<file path="config.mk">
export PLATFORM = sky130hd
export DESIGN_NAME = lieat_ifu_bpu_flat
export DESIGN_NICKNAME = d
export VERILOG_FILES = /design/src/rtl/lieat_ifu_bpu_if.sv /design/src/rtl/lieat_ifu_bpu.sv /design/src/flat_wrapper.sv
export SDC_FILE = /design/constraint.sdc
export NUM_CORES = 1
export LEC_CHECK = 0
export CAP_MARGIN = 20
export CORE_MARGIN = 8
export CORE_UTILIZATION = 45
export CTS_CLUSTER_DIAMETER = 150
export DETAILED_ROUTE_END_ITERATION = 10
export GPL_ROUTABILITY_DRIVEN = 0
export PLACE_DENSITY_LB_ADDON = 0.12
export SLEW_MARGIN = 40
export SYNTH_ARGS = -nofsm -noshare
export SYNTH_HDL_FRONTEND = slang
export SYNTH_SLANG_ARGS = --single-unit
</file>
<file path="constraint.sdc">
create_clock -name clock -period 12.5 [get_ports clock]
set_input_delay 2.5 -clock clock [delete_from_list [all_inputs] [get_ports clock]]
set_output_delay 2.5 -clock clock [all_outputs]
set_load 0.05 [all_outputs]
</file>
<file path="src/rtl/lieat_ifu_bpu_if.sv">
// Fetch-side branch prediction bus: fetch lookup, execute-stage branch
// resolution and the redirect toward the fetch PC generator.
interface lieat_ifu_bpu_if #(
   parameter int XLEN    = 32,
   parameter int BHT_IDX = 5
);
   // fetch lookup request
   logic               ifu_req_valid;
   logic               ifu_req_ready;
   logic [XLEN-1:0]    ifu_req_pc;
   logic               ifu_req_bxx;
   logic [XLEN-1:0]    ifu_req_imm;
   // registered prediction
   logic               ifu_rsp_valid;
   logic               ifu_rsp_ready;
   logic               ifu_rsp_taken;
   logic [XLEN-1:0]    ifu_rsp_pc;
   // branch resolution from execute
   logic               bjp_prdt_en;
   logic [BHT_IDX-1:0] bjp_prdt_index;
   logic               bjp_prdt_res;
   logic               bjp_prdt_flush;
   logic [XLEN-1:0]    bjp_prdt_pc;
   // redirect toward the PC generator
   logic               bpu_redirect_valid;
   logic               bpu_redirect_ready;
   logic [XLEN-1:0]    bpu_redirect_pc;
   logic [31:0]        bpu_mispred_cnt;

   // environment side: fetch, execute and PC generator
   modport master (
      output ifu_req_valid, ifu_req_pc, ifu_req_bxx, ifu_req_imm,
      input  ifu_req_ready,
      input  ifu_rsp_valid, ifu_rsp_taken, ifu_rsp_pc,
      output ifu_rsp_ready,
      output bjp_prdt_en, bjp_prdt_index, bjp_prdt_res, bjp_prdt_flush, bjp_prdt_pc,
      input  bpu_redirect_valid, bpu_redirect_pc, bpu_mispred_cnt,
      output bpu_redirect_ready
   );

   // predictor side
   modport slave (
      input  ifu_req_valid, ifu_req_pc, ifu_req_bxx, ifu_req_imm,
      output ifu_req_ready,
      output ifu_rsp_valid, ifu_rsp_taken, ifu_rsp_pc,
      input  ifu_rsp_ready,
      input  bjp_prdt_en, bjp_prdt_index, bjp_prdt_res, bjp_prdt_flush, bjp_prdt_pc,
      output bpu_redirect_valid, bpu_redirect_pc, bpu_mispred_cnt,
      input  bpu_redirect_ready
   );
endinterface

</file>
<file path="src/rtl/lieat_ifu_bpu.sv">
// Bimodal branch predictor: 2-bit saturating counter table indexed by
// pc[BHT_IDX+1:2], one registered lookup per cycle, training from resolved
// branches with same-cycle bypass, and a held misprediction redirect.
module lieat_ifu_bpu #(
   parameter int XLEN    = 32,
   parameter int BHT_IDX = 5
) (
   input logic          clock,
   input logic          reset,
   lieat_ifu_bpu_if.slave bus
);
   localparam int DEPTH = 1 << BHT_IDX;

   // Saturating step of a 2-bit direction counter.
   function automatic logic [1:0] sat_step(input logic [1:0] c, input logic up);
      if (up) return (c == 2'b11) ? c : c + 2'b01;
      else    return (c == 2'b00) ? c : c - 2'b01;
   endfunction

   logic [1:0]         ctr_q [DEPTH];
   logic [1:0]         ctr_d [DEPTH];
   logic               rsp_valid_q, rsp_valid_d;
   logic               rsp_taken_q, rsp_taken_d;
   logic [XLEN-1:0]    rsp_pc_q, rsp_pc_d;
   logic               redir_valid_q, redir_valid_d;
   logic [XLEN-1:0]    redir_pc_q, redir_pc_d;
   logic [31:0]        cnt_q, cnt_d;

   logic               req_ready;
   logic               accept;
   logic [BHT_IDX-1:0] lk_idx;
   logic [1:0]         lk_ctr;
   logic               lk_taken;
   logic [XLEN-1:0]    lk_pc;

   // Fetch is stalled while a redirect is owed, during a flush, or while the
   // response slot is occupied and not being drained.
   assign req_ready = ~redir_valid_q & ~bus.bjp_prdt_flush
                    & (~rsp_valid_q | bus.ifu_rsp_ready);
   assign accept    = bus.ifu_req_valid & req_ready;

   // Table training; ctr_d is also the bypassed view used by the lookup.
   always_comb begin
      ctr_d = ctr_q;
      if (bus.bjp_prdt_en)
         ctr_d[bus.bjp_prdt_index] = sat_step(ctr_q[bus.bjp_prdt_index], bus.bjp_prdt_res);
   end

   // Lookup: direction from counter MSB, target from predecoded offset.
   always_comb begin
      lk_idx   = bus.ifu_req_pc[BHT_IDX+1:2];
      lk_ctr   = ctr_d[lk_idx];
      lk_taken = bus.ifu_req_bxx & lk_ctr[1];
      lk_pc    = lk_taken ? bus.ifu_req_pc + bus.ifu_req_imm
                          : bus.ifu_req_pc + XLEN'(4);
   end

   // Response slot, redirect register and mispredict counter next state.
   always_comb begin
      rsp_valid_d = rsp_valid_q;
      rsp_taken_d = rsp_taken_q;
      rsp_pc_d    = rsp_pc_q;
      if (bus.bjp_prdt_flush) begin
         rsp_valid_d = 1'b0;
      end else if (accept) begin
         rsp_valid_d = 1'b1;
         rsp_taken_d = lk_taken;
         rsp_pc_d    = lk_pc;
      end else if (bus.ifu_rsp_ready) begin
         rsp_valid_d = 1'b0;
      end

      redir_valid_d = redir_valid_q;
      redir_pc_d    = redir_pc_q;
      if (bus.bjp_prdt_flush) begin
         // newest flush wins, even against a completing handshake
         redir_valid_d = 1'b1;
         redir_pc_d    = bus.bjp_prdt_pc;
      end else if (redir_valid_q & bus.bpu_redirect_ready) begin
         redir_valid_d = 1'b0;
      end

      cnt_d = cnt_q + {31'd0, bus.bjp_prdt_flush};
   end

   // State registers, asynchronously reset.
   always_ff @(posedge clock or posedge reset) begin
      if (reset) begin
         for (int i = 0; i < DEPTH; i++) ctr_q[i] <= 2'b01;
         rsp_valid_q   <= 1'b0;
         rsp_taken_q   <= 1'b0;
         rsp_pc_q      <= '0;
         redir_valid_q <= 1'b0;
         redir_pc_q    <= '0;
         cnt_q         <= '0;
      end else begin
         ctr_q         <= ctr_d;
         rsp_valid_q   <= rsp_valid_d;
         rsp_taken_q   <= rsp_taken_d;
         rsp_pc_q      <= rsp_pc_d;
         redir_valid_q <= redir_valid_d;
         redir_pc_q    <= redir_pc_d;
         cnt_q         <= cnt_d;
      end
   end

   assign bus.ifu_req_ready      = req_ready;
   assign bus.ifu_rsp_valid      = rsp_valid_q;
   assign bus.ifu_rsp_taken      = rsp_taken_q;
   assign bus.ifu_rsp_pc         = rsp_pc_q;
   assign bus.bpu_redirect_valid = redir_valid_q;
   assign bus.bpu_redirect_pc    = redir_pc_q;
   assign bus.bpu_mispred_cnt    = cnt_q;
endmodule

</file>
<file path="src/flat_wrapper.sv">
// flat-port wrapper written by rule: the top's interface ports become plain ports
module lieat_ifu_bpu_flat 
#(
   parameter int XLEN    = 32,
   parameter int BHT_IDX = 5
)
  (clock, reset, bus_ifu_req_valid, bus_ifu_req_pc, bus_ifu_req_bxx, bus_ifu_req_imm, bus_ifu_req_ready, bus_ifu_rsp_valid, bus_ifu_rsp_taken, bus_ifu_rsp_pc, bus_ifu_rsp_ready, bus_bjp_prdt_en, bus_bjp_prdt_index, bus_bjp_prdt_res, bus_bjp_prdt_flush, bus_bjp_prdt_pc, bus_bpu_redirect_valid, bus_bpu_redirect_pc, bus_bpu_mispred_cnt, bus_bpu_redirect_ready);
  lieat_ifu_bpu_if #(.XLEN(XLEN), .BHT_IDX(BHT_IDX)) bus_i ();
  input logic clock;
  input logic reset;
  input wire logic [$bits(bus_i.ifu_req_valid)-1:0] bus_ifu_req_valid;
  input wire logic [$bits(bus_i.ifu_req_pc)-1:0] bus_ifu_req_pc;
  input wire logic [$bits(bus_i.ifu_req_bxx)-1:0] bus_ifu_req_bxx;
  input wire logic [$bits(bus_i.ifu_req_imm)-1:0] bus_ifu_req_imm;
  output wire logic [$bits(bus_i.ifu_req_ready)-1:0] bus_ifu_req_ready;
  output wire logic [$bits(bus_i.ifu_rsp_valid)-1:0] bus_ifu_rsp_valid;
  output wire logic [$bits(bus_i.ifu_rsp_taken)-1:0] bus_ifu_rsp_taken;
  output wire logic [$bits(bus_i.ifu_rsp_pc)-1:0] bus_ifu_rsp_pc;
  input wire logic [$bits(bus_i.ifu_rsp_ready)-1:0] bus_ifu_rsp_ready;
  input wire logic [$bits(bus_i.bjp_prdt_en)-1:0] bus_bjp_prdt_en;
  input wire logic [$bits(bus_i.bjp_prdt_index)-1:0] bus_bjp_prdt_index;
  input wire logic [$bits(bus_i.bjp_prdt_res)-1:0] bus_bjp_prdt_res;
  input wire logic [$bits(bus_i.bjp_prdt_flush)-1:0] bus_bjp_prdt_flush;
  input wire logic [$bits(bus_i.bjp_prdt_pc)-1:0] bus_bjp_prdt_pc;
  output wire logic [$bits(bus_i.bpu_redirect_valid)-1:0] bus_bpu_redirect_valid;
  output wire logic [$bits(bus_i.bpu_redirect_pc)-1:0] bus_bpu_redirect_pc;
  output wire logic [$bits(bus_i.bpu_mispred_cnt)-1:0] bus_bpu_mispred_cnt;
  input wire logic [$bits(bus_i.bpu_redirect_ready)-1:0] bus_bpu_redirect_ready;
  assign bus_i.ifu_req_valid = bus_ifu_req_valid;
  assign bus_i.ifu_req_pc = bus_ifu_req_pc;
  assign bus_i.ifu_req_bxx = bus_ifu_req_bxx;
  assign bus_i.ifu_req_imm = bus_ifu_req_imm;
  assign bus_ifu_req_ready = bus_i.ifu_req_ready;
  assign bus_ifu_rsp_valid = bus_i.ifu_rsp_valid;
  assign bus_ifu_rsp_taken = bus_i.ifu_rsp_taken;
  assign bus_ifu_rsp_pc = bus_i.ifu_rsp_pc;
  assign bus_i.ifu_rsp_ready = bus_ifu_rsp_ready;
  assign bus_i.bjp_prdt_en = bus_bjp_prdt_en;
  assign bus_i.bjp_prdt_index = bus_bjp_prdt_index;
  assign bus_i.bjp_prdt_res = bus_bjp_prdt_res;
  assign bus_i.bjp_prdt_flush = bus_bjp_prdt_flush;
  assign bus_i.bjp_prdt_pc = bus_bjp_prdt_pc;
  assign bus_bpu_redirect_valid = bus_i.bpu_redirect_valid;
  assign bus_bpu_redirect_pc = bus_i.bpu_redirect_pc;
  assign bus_bpu_mispred_cnt = bus_i.bpu_mispred_cnt;
  assign bus_i.bpu_redirect_ready = bus_bpu_redirect_ready;
  lieat_ifu_bpu #(.XLEN(XLEN), .BHT_IDX(BHT_IDX)) u_core (.clock(clock), .reset(reset), .bus(bus_i));
endmodule
</file>
* Word-level counts from Yosys, hierarchy flattened
Cells that the tools add are included.
Operators by class: $add $sub $neg 5, $lt $le $gt $ge 3, equality and inequality tests 1, muxes and demuxes 20, bitwise gates (word level) 11, reductions and logical operators 5
Operators with widths (count):
- 64-bit bitwise mux | 1
- 64-bit two-way mux | 1
- 32-bit by 1-bit adder with 32-bit output | 1
- 32-bit by 3-bit adder with 32-bit output (second input constant) | 1
- 32-bit adder | 1
- 32-bit two-way mux | 1
- 2-bit binary-select mux with 5-bit select | 2
- 2-bit two-way mux | 9
- 6-bit greater-or-equal comparator (second input constant) | 2
- 5-bit NOT with 6-bit output | 2
- 2-bit demux with 5-bit select | 1
- 6-bit by 1-bit less-than comparator with 1-bit output (second input constant) | 1
- 1-bit AND | 5
- 1-bit two-way mux | 5
- 1-bit NOT | 3
- 3-bit nonzero test | 1
- 2-bit by 1-bit adder with 2-bit output (second input constant) | 1
- 2-bit == test (second input constant) | 1
- 2-bit zero test | 1
- 2-bit AND reduction | 1
- 2-bit nonzero test | 1
- 2-bit by 1-bit subtractor with 2-bit output (second input constant) | 1
- 1-bit logical AND | 1
- 1-bit OR | 1
Storage, ports and cells: bits in registers 163, bits of input ports 110, output and inout port bits 100, logic and storage cells 83

* Depth between registers and ports, before layout
Gate-level depths: netlist of run 1.
word-level depth 15, mapped depth 16, gate-level depth less buffers 14

* Least setup slack after synthesis of run 1
No wires, ideal clock.
kind input to output, from input port bus_bjp_prdt_flush, to output port bus_ifu_req_ready, arrival time 3.945 ns, path slack 6.055 ns, stages 2, path buffers 1, path through clkbuf_1 -> nor3b_1
Between the ends: longest elaborated chain between the ends 3
RTL lines:
- start: declaration | RTL line flat_wrapper.sv:23 | input wire logic [$bits(bus_i.bjp_prdt_flush)-1:0] bus_bjp_prdt_flush;
- 1-bit NOT | RTL line lieat_ifu_bpu.sv:38 | assign req_ready = ~redir_valid_q & ~bus.bjp_prdt_flush
- 1-bit AND | RTL line lieat_ifu_bpu.sv:38
- 1-bit AND | RTL line lieat_ifu_bpu.sv:39 | & (~rsp_valid_q | bus.ifu_rsp_ready);
- end: declaration | RTL line flat_wrapper.sv:15 | output wire logic [$bits(bus_i.ifu_req_ready)-1:0] bus_ifu_req_ready;
No other way between the ends.

* Worst setup path in the final report of run 1
Ends and elaborated chain as after synthesis.

==> out/qor.yml, run 1 <==
sta:
  fin_worst_skew_ns: 0.01189
  hold_viol: 0
  hold_ws_ns: 0.4681
  slew_headroom: 0.4818
  layout_setup_ws_ns: 5.252
  setup_viol: 0
  fmax_mhz: 138.0
  rsz0062_at_grt: "false"
  timing.final.crit_share: 0.5798
  setup_tns_ns: 0
  post-route-min-period_ns: 7.248
  worst_slew_pin_slew_ns: 0.7773
  slew_violations: 0
hold_path:
  worstHoldStart: "u_core.bus.bpu_mispred_cnt[31]"
  hp-class: "reg2reg"
clock_tree:
  clk_pin_slew_ns: 0.07
  cts_root_buf: "clkbuf_16"
  cts.htree.levels: 4
  clk_latency_ns: 0.43
  cts_buffer_depth: 2
  cts_setup_buffers: 0
  cts_sinks: 163
  hold_buffers: 0
  cts_buffers: 17
  cts_tree: "built"
  post_cts_resized: 0
placement:
  pre_cts_slack_ns: 5.256
  portBuffers: 209
  placed_cell_area_sq_um: 11900
  dp.cells: 1418
  dpl.hpwl_um: 20480
floorplan:
  die_h_um: 162.0
  rows: 53
  io_pins: 210
  die_area_sq_um: 26230
  design.core.area_sq_um: 20960
  start_util: 0.4574
  dieWidth_um: 162.0
power_and_ir_drop:
  powerDensity_nw_per_um2: 152.2
  power.total_mw: 1.902
  p_leak_nw: 5.164
  vdd_drop_max_mv: 0.09537
grt:
  antenna_found_initial: 2
  grt_pass1_wl_um: 43750
  grt_max_degree: 91
  grt_overflow_total: 0
  grt_pass1_vias: 8084
  grt_usage: 0.2075
logic_synthesis:
  ys.flop_type: "dfrtp_1"
  ys_types: 63
  syn_avg_cell_area_sq_um: 9.923
  synth_area_sq_um: 9585
  synthMuxAreaShare: 0.1452
  synth-edff-count: 0
  synth_xor_area_frac: 0.07858
  synth_top_area_frac: 0.3420
  synth_top_family_by_area: "simple AND/OR/NAND/NOR gates"
  yosysTopAreaCell: "dfrtp_1"
  synth_compound_area_frac: 0.1207
  syn_inst: 966
  synth_fa_ha_area_frac: 0.04869
  synth.net_count: 1111
  synth-async-reset-ratio: 1.000
  synth_warnings: 0
  synthTopCellsByArea: "dfrtp_1, dfstp_2, mux2_2, mux2i_1, xnor2_1"
  seq_area_frac_synth: 0.4297
  synthSimpleGateAreaFrac: 0.1525
  ys_seq_elements: 163
worst_setup_path:
  cp.required_ns: 10.00
  startpoint: "bus_bjp_prdt_flush"
  critical_path.max_stage_delay_ns: 0.93
  cpMaxStageDelayCell: "clkdlybuf4s50_1"
  cp_top_family: "buffers and inverters"
  cp-start-kind: "primary input"
  worstPathCellList: "clkdlybuf4s50_1 > buf_4 > nor3b_1 > clkdlybuf4s50_1"
  path_buf_inv: 3
  worstPathMaxFanout: 36
  r2r_setup_slack_ns: 8.33
  path_common_cell: "clkdlybuf4s50_1"
  critPathArrivalTime_ns: 4.75
  crit_type: "in2out"
  worstSetupEndpointType: "primary output"
route:
  dr_total_vias: 7875
  drc_errors: 0
  postRouteWirelength_um: 26970
  drt-vias-per-instance: 5.427
  drt-initial-drc-count: 480
  first_pass_iters: 5
  antenna_left: 0
  wl_per_cell_um: 18.59
finish:
  post-route-util: 0.5964
  nNetsFinal: 1307
  finalInstanceArea_sq_um: 12500
  drive_gt1_frac: 0.1311
  instances_no_fill: 1451
  syn2layout_area_growth_pct: 30.39
  n_fill_cell: 1875
status:
  run_status: "finished, final reports clean"
flow_run:
  drv_cap: 0
cell usage in the layout (no fill, tap or decap), types with 4 or more instances in the layout:
master,instances
inv_8,4
inv_6,4
nand2_1,103
clkdlybuf4s50_1,208
dfstp_2,32
nand3b_1,4
o211ai_1,8
a21oi_1,53
a211oi_1,4
or3_1,5
mux2_2,70
a2111oi_0,4
or2_2,7
a21o_1,13
o21ai_0,31
clkbuf_16,17
inv_1,17
nor3b_1,4
and2_1,7
nand3_1,36
nor2b_1,7
nand2b_1,11
and3_1,10
o22ai_1,19
o21ai_1,26
and4_1,5
mux2i_1,58
nor3_1,8
nor2_1,77
ha_1,34
dfrtp_1,131
xor2_1,28
nor4_1,5
xnor2_1,58
o21bai_1,4
nand4_1,13
logic make-up after synthesis:
family / Yosys count
buffers and inverters: 54
DFF: 163
adders and majority gates: 37
and+or+nand+nor: 309
xor gates and xnor gates: 86
muxes: 129
AOI/OAI and AO/OA: 188
final timing paths:
| path | cells after the start | end |
|---|---|---|
| min reg2reg | 1 | u_core.bus.bpu_mispred_cnt[31] |
| max reg2reg | 12 | u_core.bus.ifu_rsp_pc[2] |
| max | 4 | bus_ifu_req_ready |
| max in group asynchronous | 3 | u_core.bus.ifu_rsp_pc[24] |
| min | 1 | u_core.bus.bpu_mispred_cnt[31] |
| min in group asynchronous | 2 | u_core.bus.bpu_redirect_pc[16] |
Yosys cell counts (19+ instances only):
library cell and n:
dfstp_2 32, xor2_1 28, xnor2_1 58, a21oi_1 53
o22ai_1 19, mux2_2 70, nand2_1 104, clkbuf_1 23
o21ai_0 31, nor2_1 77, nand3_1 36, ha_1 34
o21ai_1 26, mux2i_1 58, dfrtp_1 131
area by class of cell:
| class | count | area, sq um | share of cell area |
|---|---|---|---|
| Tap cell | 275 | 344.1 | 0.02753 |
| Inverter | 18 | 75.07 | 0.006007 |
| Multi-Input combinational cell | 749 | 5239 | 0.4192 |
| Clock inverter | 14 | 168.9 | 0.01351 |
| Antenna cell | 1 | 2.502 | 0.0002002 |
| Clock buffer | 18 | 429.2 | 0.03434 |
| Sequential cell | 163 | 4119 | 0.3296 |
| Timing Repair Buffer | 213 | 2121 | 0.1697 |
where the power goes:
group	total [mW]	internal (mW)	leakage (nW)	switching, mW
clock network	0.538	0.302	0.284	0.236
logic	0.647	0.252	2.90	0.395
registers	0.717	0.652	1.98	0.0646
per-layer routing:
metal  routed length [um]  GRT usage
met1                11320     0.2513
met4                  517    0.05892
met2                13680     0.3627
met3                 1425    0.04682
met5                   27          0
(Power assumes the default switching activity.)
==> run 2: changes to the inputs <==
clock period = 6 ns   (was 12.5 ns; I/O delays follow)
==> run 2 against run 1 <==
First-iteration DRC count is 23% higher. Global-route usage hardly changed. Cell count is 0.55% higher. Count of clock-buffer cells in the layout stayed put. Via count is 1.4% higher. Register-to-register slack worse by 6.2 ns. Utilization is 0.45 points higher. Die area stayed put. Sequential power is 110% higher. Final area is 0.76% higher. Power is 110% higher. Highest routed layer unchanged.
==> out/qor.yml, run 2 (synthesized netlist as in run 1, its figures left out) <==
worst_setup_path:
  cp-start-kind: "primary input"
  critical_path.max_stage_delay_ns: 0.59
  worst_r2r_endpoint: "u_core.bus.ifu_rsp_pc[1]"
  worstSetupEndpointType: "register"
  crit_type: "in2reg"
  worstPathMaxFanout: 35
  cpMaxStageDelayCell: "or4_1"
  critPathArrivalTime_ns: 5.50
  rr_worst_depth: 12
  worstPathCellList: "clkdlybuf4s50_1 > nand3b_1 > o22ai_1 > nor4_1 > mux2_2 > maj3_2 > a21oi_1 > o22ai_1 > or4_1 > a31oi_4 > buf_12 > mux2_2 > o21ai_0"
  crit_end: "u_core.bus.ifu_rsp_pc[1]"
  cp.required_ns: 6.35
  r2r_setup_slack_ns: 2.12
  startpoint: "bus_bjp_prdt_index[4]"
sta:
  hold_viol: 0
  slew_violations: 0
  setup_tns_ns: 0
  fin_worst_skew_ns: 0.01315
  setup_viol: 0
  timing.final.crit_share: 0.8594
  rsz0062_at_grt: "false"
  post-route-min-period_ns: 5.157
  fmax_mhz: 193.9
  worst_slew_pin_slew_ns: 0.6466
  slew_headroom: 0.5632
  layout_setup_ws_ns: 0.8434
route:
  drt-vias-per-instance: 5.472
  drc_errors: 0
  antenna_left: 0
  drt-initial-drc-count: 590
  dr_total_vias: 7984
  postRouteWirelength_um: 27150
  wl_per_cell_um: 18.61
  first_pass_iters: 5
clock_tree:
  cts.htree.levels: 4
  cts_buffer_depth: 2
  cts_root_buf: "clkbuf_16"
  cts_sinks: 163
  clk_pin_slew_ns: 0.08
  cts_tree: "built"
  cts_setup_buffers: 0
  cts_buffers: 17
  clk_latency_ns: 0.43
  hold_buffers: 0
  post_cts_resized: 0
floorplan:
  start_util: 0.4574
  design.core.area_sq_um: 20960
  io_pins: 210
  die_area_sq_um: 26230
  dieWidth_um: 162.0
  die_h_um: 162.0
  rows: 53
power_and_ir_drop:
  power.switching_mw: 1.483
  powerDensity_nw_per_um2: 313.4
  combPwrFrac: 0.344
  clockPowerShare: 0.277
  vdd_drop_max_mv: 0.1959
  swShare: 0.3757
  p_leak_nw: 5.227
  power.total_mw: 3.947
  power_frac_seq: 0.379
  internal_power_mw: 2.464
placement:
  pre_cts_slack_ns: 0.5117
  dpl.hpwl_um: 20650
  portBuffers: 209
finish:
  diodes: 0
  drive_gt1_frac: 0.1394
  mostFrequentLayoutCell: "clkdlybuf4s50_1"
  syn2layout_area_growth_pct: 31.38
  final_cell_mix: "clkdlybuf4s50_1, dfrtp_1, nand2_1"
  nNetsFinal: 1316
grt:
  busiest_layer: "met2"
  antenna_found_initial: 3
  grtUsageMet1: 0.2528
  grt_usage: 0.2074
  grt_overflow_total: 0
  grt_pass1_vias: 7971
  met3_usage: 0.05062
  grt_pass1_wl_um: 43310
  grtUsageMet2: 0.3604
  grt_max_degree: 93
hold_path:
  hp-class: "reg2reg"
flow_run:
  drv_cap: 0
status:
  run_status: "finished, final reports clean"
[run 2: cell type report]
| cell class | count | area, sq um |
|---|---|---|
| fillers | 1874 | 8362 |
| inverters | 18 | 75.07 |
| flip-flops and latches | 163 | 4119 |
| repair buffers | 222 | 2210 |
| clock inverters | 14 | 162.7 |
| clock buffers | 18 | 439.2 |
| well taps | 275 | 344.1 |
| multi-input cells | 749 | 5244 |
[run 2: power by group through the flow]
| stage | registers, mW | clock network [mW] | logic [mW] |
|---|---|---|---|
| 3_5_place_dp | 1.51 | 0 | 1.37 |
| 6_report | 1.49 | 1.09 | 1.36 |
| 3_3_place_gp | 1.51 | 0 | 1.35 |
| 2_1_floorplan | 1.84 | 0 | 0.550 |
| 4_1_cts | 1.49 | 1.12 | 1.37 |
| 5_1_grt | 1.52 | 1.17 | 1.45 |
[run 2: how the worst min path moves through the flow]
stage                                   start                              to  slack [ns]  cells past startpoint
2_1_floorplan                u_core.ctr_q[11]                u_core.ctr_q[11]        0.46                      2
3_3_place_gp   u_core.bus.bpu_mispred_cnt[31]  u_core.bus.bpu_mispred_cnt[31]        0.46                      1
3_5_place_dp         u_core.bus.ifu_rsp_taken        u_core.bus.ifu_rsp_taken        0.46                      2
4_1_cts        u_core.bus.bpu_mispred_cnt[31]  u_core.bus.bpu_mispred_cnt[31]        0.48                      1
5_1_grt        u_core.bus.bpu_mispred_cnt[31]  u_core.bus.bpu_mispred_cnt[31]        0.51                      1
6_report       u_core.bus.bpu_mispred_cnt[31]  u_core.bus.bpu_mispred_cnt[31]        0.47                      1
[run 2: metrics by stage]
step / util / hold slack (ns) / instance area, sq um / std cells
2_1_floorplan: - / 0.4612 / 9585 / 966
3_3_place_gp: 0.5716 / 0.4618 / 11980 / 1427
3_5_place_dp: 0.5720 / 0.4625 / 11990 / 1427
4_1_cts: 0.6007 / 0.4769 / 12590 / 1459
5_1_grt: 0.6010 / 0.5123 / 12590 / 1459
6_report: 0.6010 / 0.4676 / 12590 / 1459
[run 2: critical path, delay by kind of cell]
| kind | cells | cell delay [ns] |
|---|---|---|
| AO/OA/AOI/OAI | 5 | 1.10 |
| buffers and inverters | 2 | 0.83 |
| adder cells (fa/ha/maj) | 1 | 0.54 |
| AND/OR/NAND/NOR | 3 | 1.12 |
| multiplexers | 2 | 0.66 |
[run 2: per-layer routing]
| layer | vias to the layer above | routed length [um] |
|---|---|---|
| met3 | 42 | 1650 |
| li1 | 3859 | - |
| met5 | - | 31 |
| met4 | 6 | 477 |
| met1 | 3837 | 11260 |
| met2 | 240 | 13740 |
==> run 3: changes to the inputs <==
CTS_CLUSTER_DIAMETER = 30   (was 150)
RECOVER_POWER = 25   (was unset)
==> run 3 against run 2 <==
Sequential share of layout area is essentially flat. Register-to-register slack is essentially flat. Power is essentially flat. Critical path depth is the same. Largest power group unchanged. Wire length is essentially flat. The run now ends with max-capacitance violations, max-slew violations left. Clock power is essentially flat. Worst setup slack gained 0.0046 ns. Global-route usage is the same. Final area is essentially flat. Critical endpoint unchanged.
==> out/qor.yml, run 3 (synthesized netlist as in run 1, its figures left out) <==
floorplan:
  die_area_sq_um: 26230
  io_pins: 210
  dieWidth_um: 162.0
  design.core.area_sq_um: 20960
  die_h_um: 162.0
  rows: 53
  start_util: 0.4574
worst_setup_path:
  worstPathCellList: "clkdlybuf4s50_1 > nand3b_1 > o22ai_1 > nor4_1 > mux2_2 > maj3_2 > a21oi_1 > o22ai_1 > or4_1 > a31oi_4 > buf_12 > mux2_2 > o21ai_0"
  critical_path.max_stage_delay_ns: 0.59
  worstSetupEndpointType: "register"
  crit_type: "in2reg"
  cp.required_ns: 6.35
  cp-start-kind: "primary input"
  worstPathMaxFanout: 35
  critPathArrivalTime_ns: 5.50
  cpMaxStageDelayCell: "or4_1"
placement:
  dpl.hpwl_um: 20650
  portBuffers: 209
  placed_cell_area_sq_um: 11990
finish:
  finalInstanceArea_sq_um: 12580
  syn2layout_area_growth_pct: 31.26
  regArea_sq_um: 4119
  nNetsFinal: 1316
  n_fill_cell: 1874
  diodes: 0
  drive_gt1_frac: 0.1377
  multi_input_area_sq_um: 5244
  mostFrequentLayoutCell: "clkdlybuf4s50_1"
  final_cell_mix: "clkdlybuf4s50_1, dfrtp_1, nand2_1"
sta:
  slew_violations: 129
  hold_viol: 0
  slew_headroom: -1.399
  post-route-min-period_ns: 5.152
  worst_slew_pin_slew_ns: 3.599
  fin_worst_skew_ns: 0.01283
  setup_tns_ns: 0
  rsz0062_at_grt: "false"
  setup_viol: 0
  fmax_mhz: 194.1
  timing.final.crit_share: 0.8587
clock_tree:
  cts.htree.levels: 4
  cts_sinks: 163
  cts_tree: "built"
  hold_buffers: 0
  clk_pin_slew_ns: 0.08
  cts_root_buf: "clkbuf_16"
  cts_buffers: 17
  post_cts_resized: 0
  cts_setup_buffers: 0
  clk_latency_ns: 0.43
  cts_buffer_depth: 2
route:
  antenna_left: 0
  top_layer: "met5"
  wl_per_cell_um: 18.61
  dr_wl_met2_um: 13780
  drt-initial-drc-count: 592
  drc_errors: 0
  wl_met1_um: 11230
  postRouteWirelength_um: 27150
  first_pass_iters: 5
  drt-vias-per-instance: 5.473
  wl_met3_um: 1667
  dr_total_vias: 7985
flow_run:
  drv_cap: 2
power_and_ir_drop:
  vdd_drop_max_mv: 0.1957
  powerDensity_nw_per_um2: 313.7
  p_leak_nw: 5.223
grt:
  grt_pass1_vias: 7971
  grt_usage: 0.2074
  antenna_found_initial: 3
  grt_pass1_wl_um: 43310
  grt_max_degree: 93
  grt_overflow_total: 0
hold_path:
  hp-class: "reg2reg"
status:
  violations: "max-capacitance violations, max-slew violations"
  run_status: "finished, violations left"
run 3: worst paths after layout:
path	from	to	slack [ns]	cells past startpoint
setup / recovery	bus_bjp_prdt_index[4]	u_core.bus.ifu_rsp_pc[1]	0.85	13
hold / removal	u_core.bus.bpu_mispred_cnt[31]	u_core.bus.bpu_mispred_cnt[31]	0.47	1
setup reg to reg	register	u_core.bus.ifu_rsp_pc[1]	2.12	12
hold reg to reg	u_core.bus.bpu_mispred_cnt[31]	u_core.bus.bpu_mispred_cnt[31]	0.47	1
max in group asynchronous	reset	u_core.bus.ifu_rsp_pc[5]	1.39	2
min in group asynchronous	reset	u_core.bus.bpu_redirect_pc[18]	2.55	2
run 3: metal layers:
layer,up-vias,GRT usage
li1,3858,-
met1,3829,0.2528
met2,254,0.3604
met3,38,0.05062
met4,6,0.05345
met5,-,0
run 3: critical path, delay by kind of cell:
family | cells | cell delay [ns]
simple gates | 3 | 1.10
compound gates | 5 | 1.10
buf+inv | 2 | 0.83
mux | 2 | 0.66
fa+ha+maj | 1 | 0.54
run 3: power breakdown:
| part | total [mW] | switching [mW] | internal (mW) |
|---|---|---|---|
| sequential | 1.49 | 0.135 | 1.36 |
| clock | 1.09 | 0.522 | 0.573 |
| combinational | 1.36 | 0.825 | 0.533 |
| total | 3.95 | 1.48 | 2.46 |
run 3: final cells by class:
class                   count  area share
clock buffers              18     0.03490
clock inverters            14     0.01293
repair buffers            222      0.1753
well taps                 275     0.02735
inverters                  18    0.005370
multi-input cells         749      0.4168
flip-flops and latches    163      0.3274
run 3: per-stage QoR:
stage          utilization  instances  setup WS [ns]  total power, mW  hold WS [ns]
2_1_floorplan            -        966         0.4480            2.390        0.4612
3_3_place_gp        0.5716       1427         0.5144            2.862        0.4618
3_5_place_dp        0.5720       1427         0.5117            2.879        0.4625
4_1_cts             0.6007       1459         0.9339            3.987        0.4769
5_1_grt             0.6004       1459         0.6233            4.147        0.5123
6_report            0.6004       1459         0.8479            3.946        0.4675
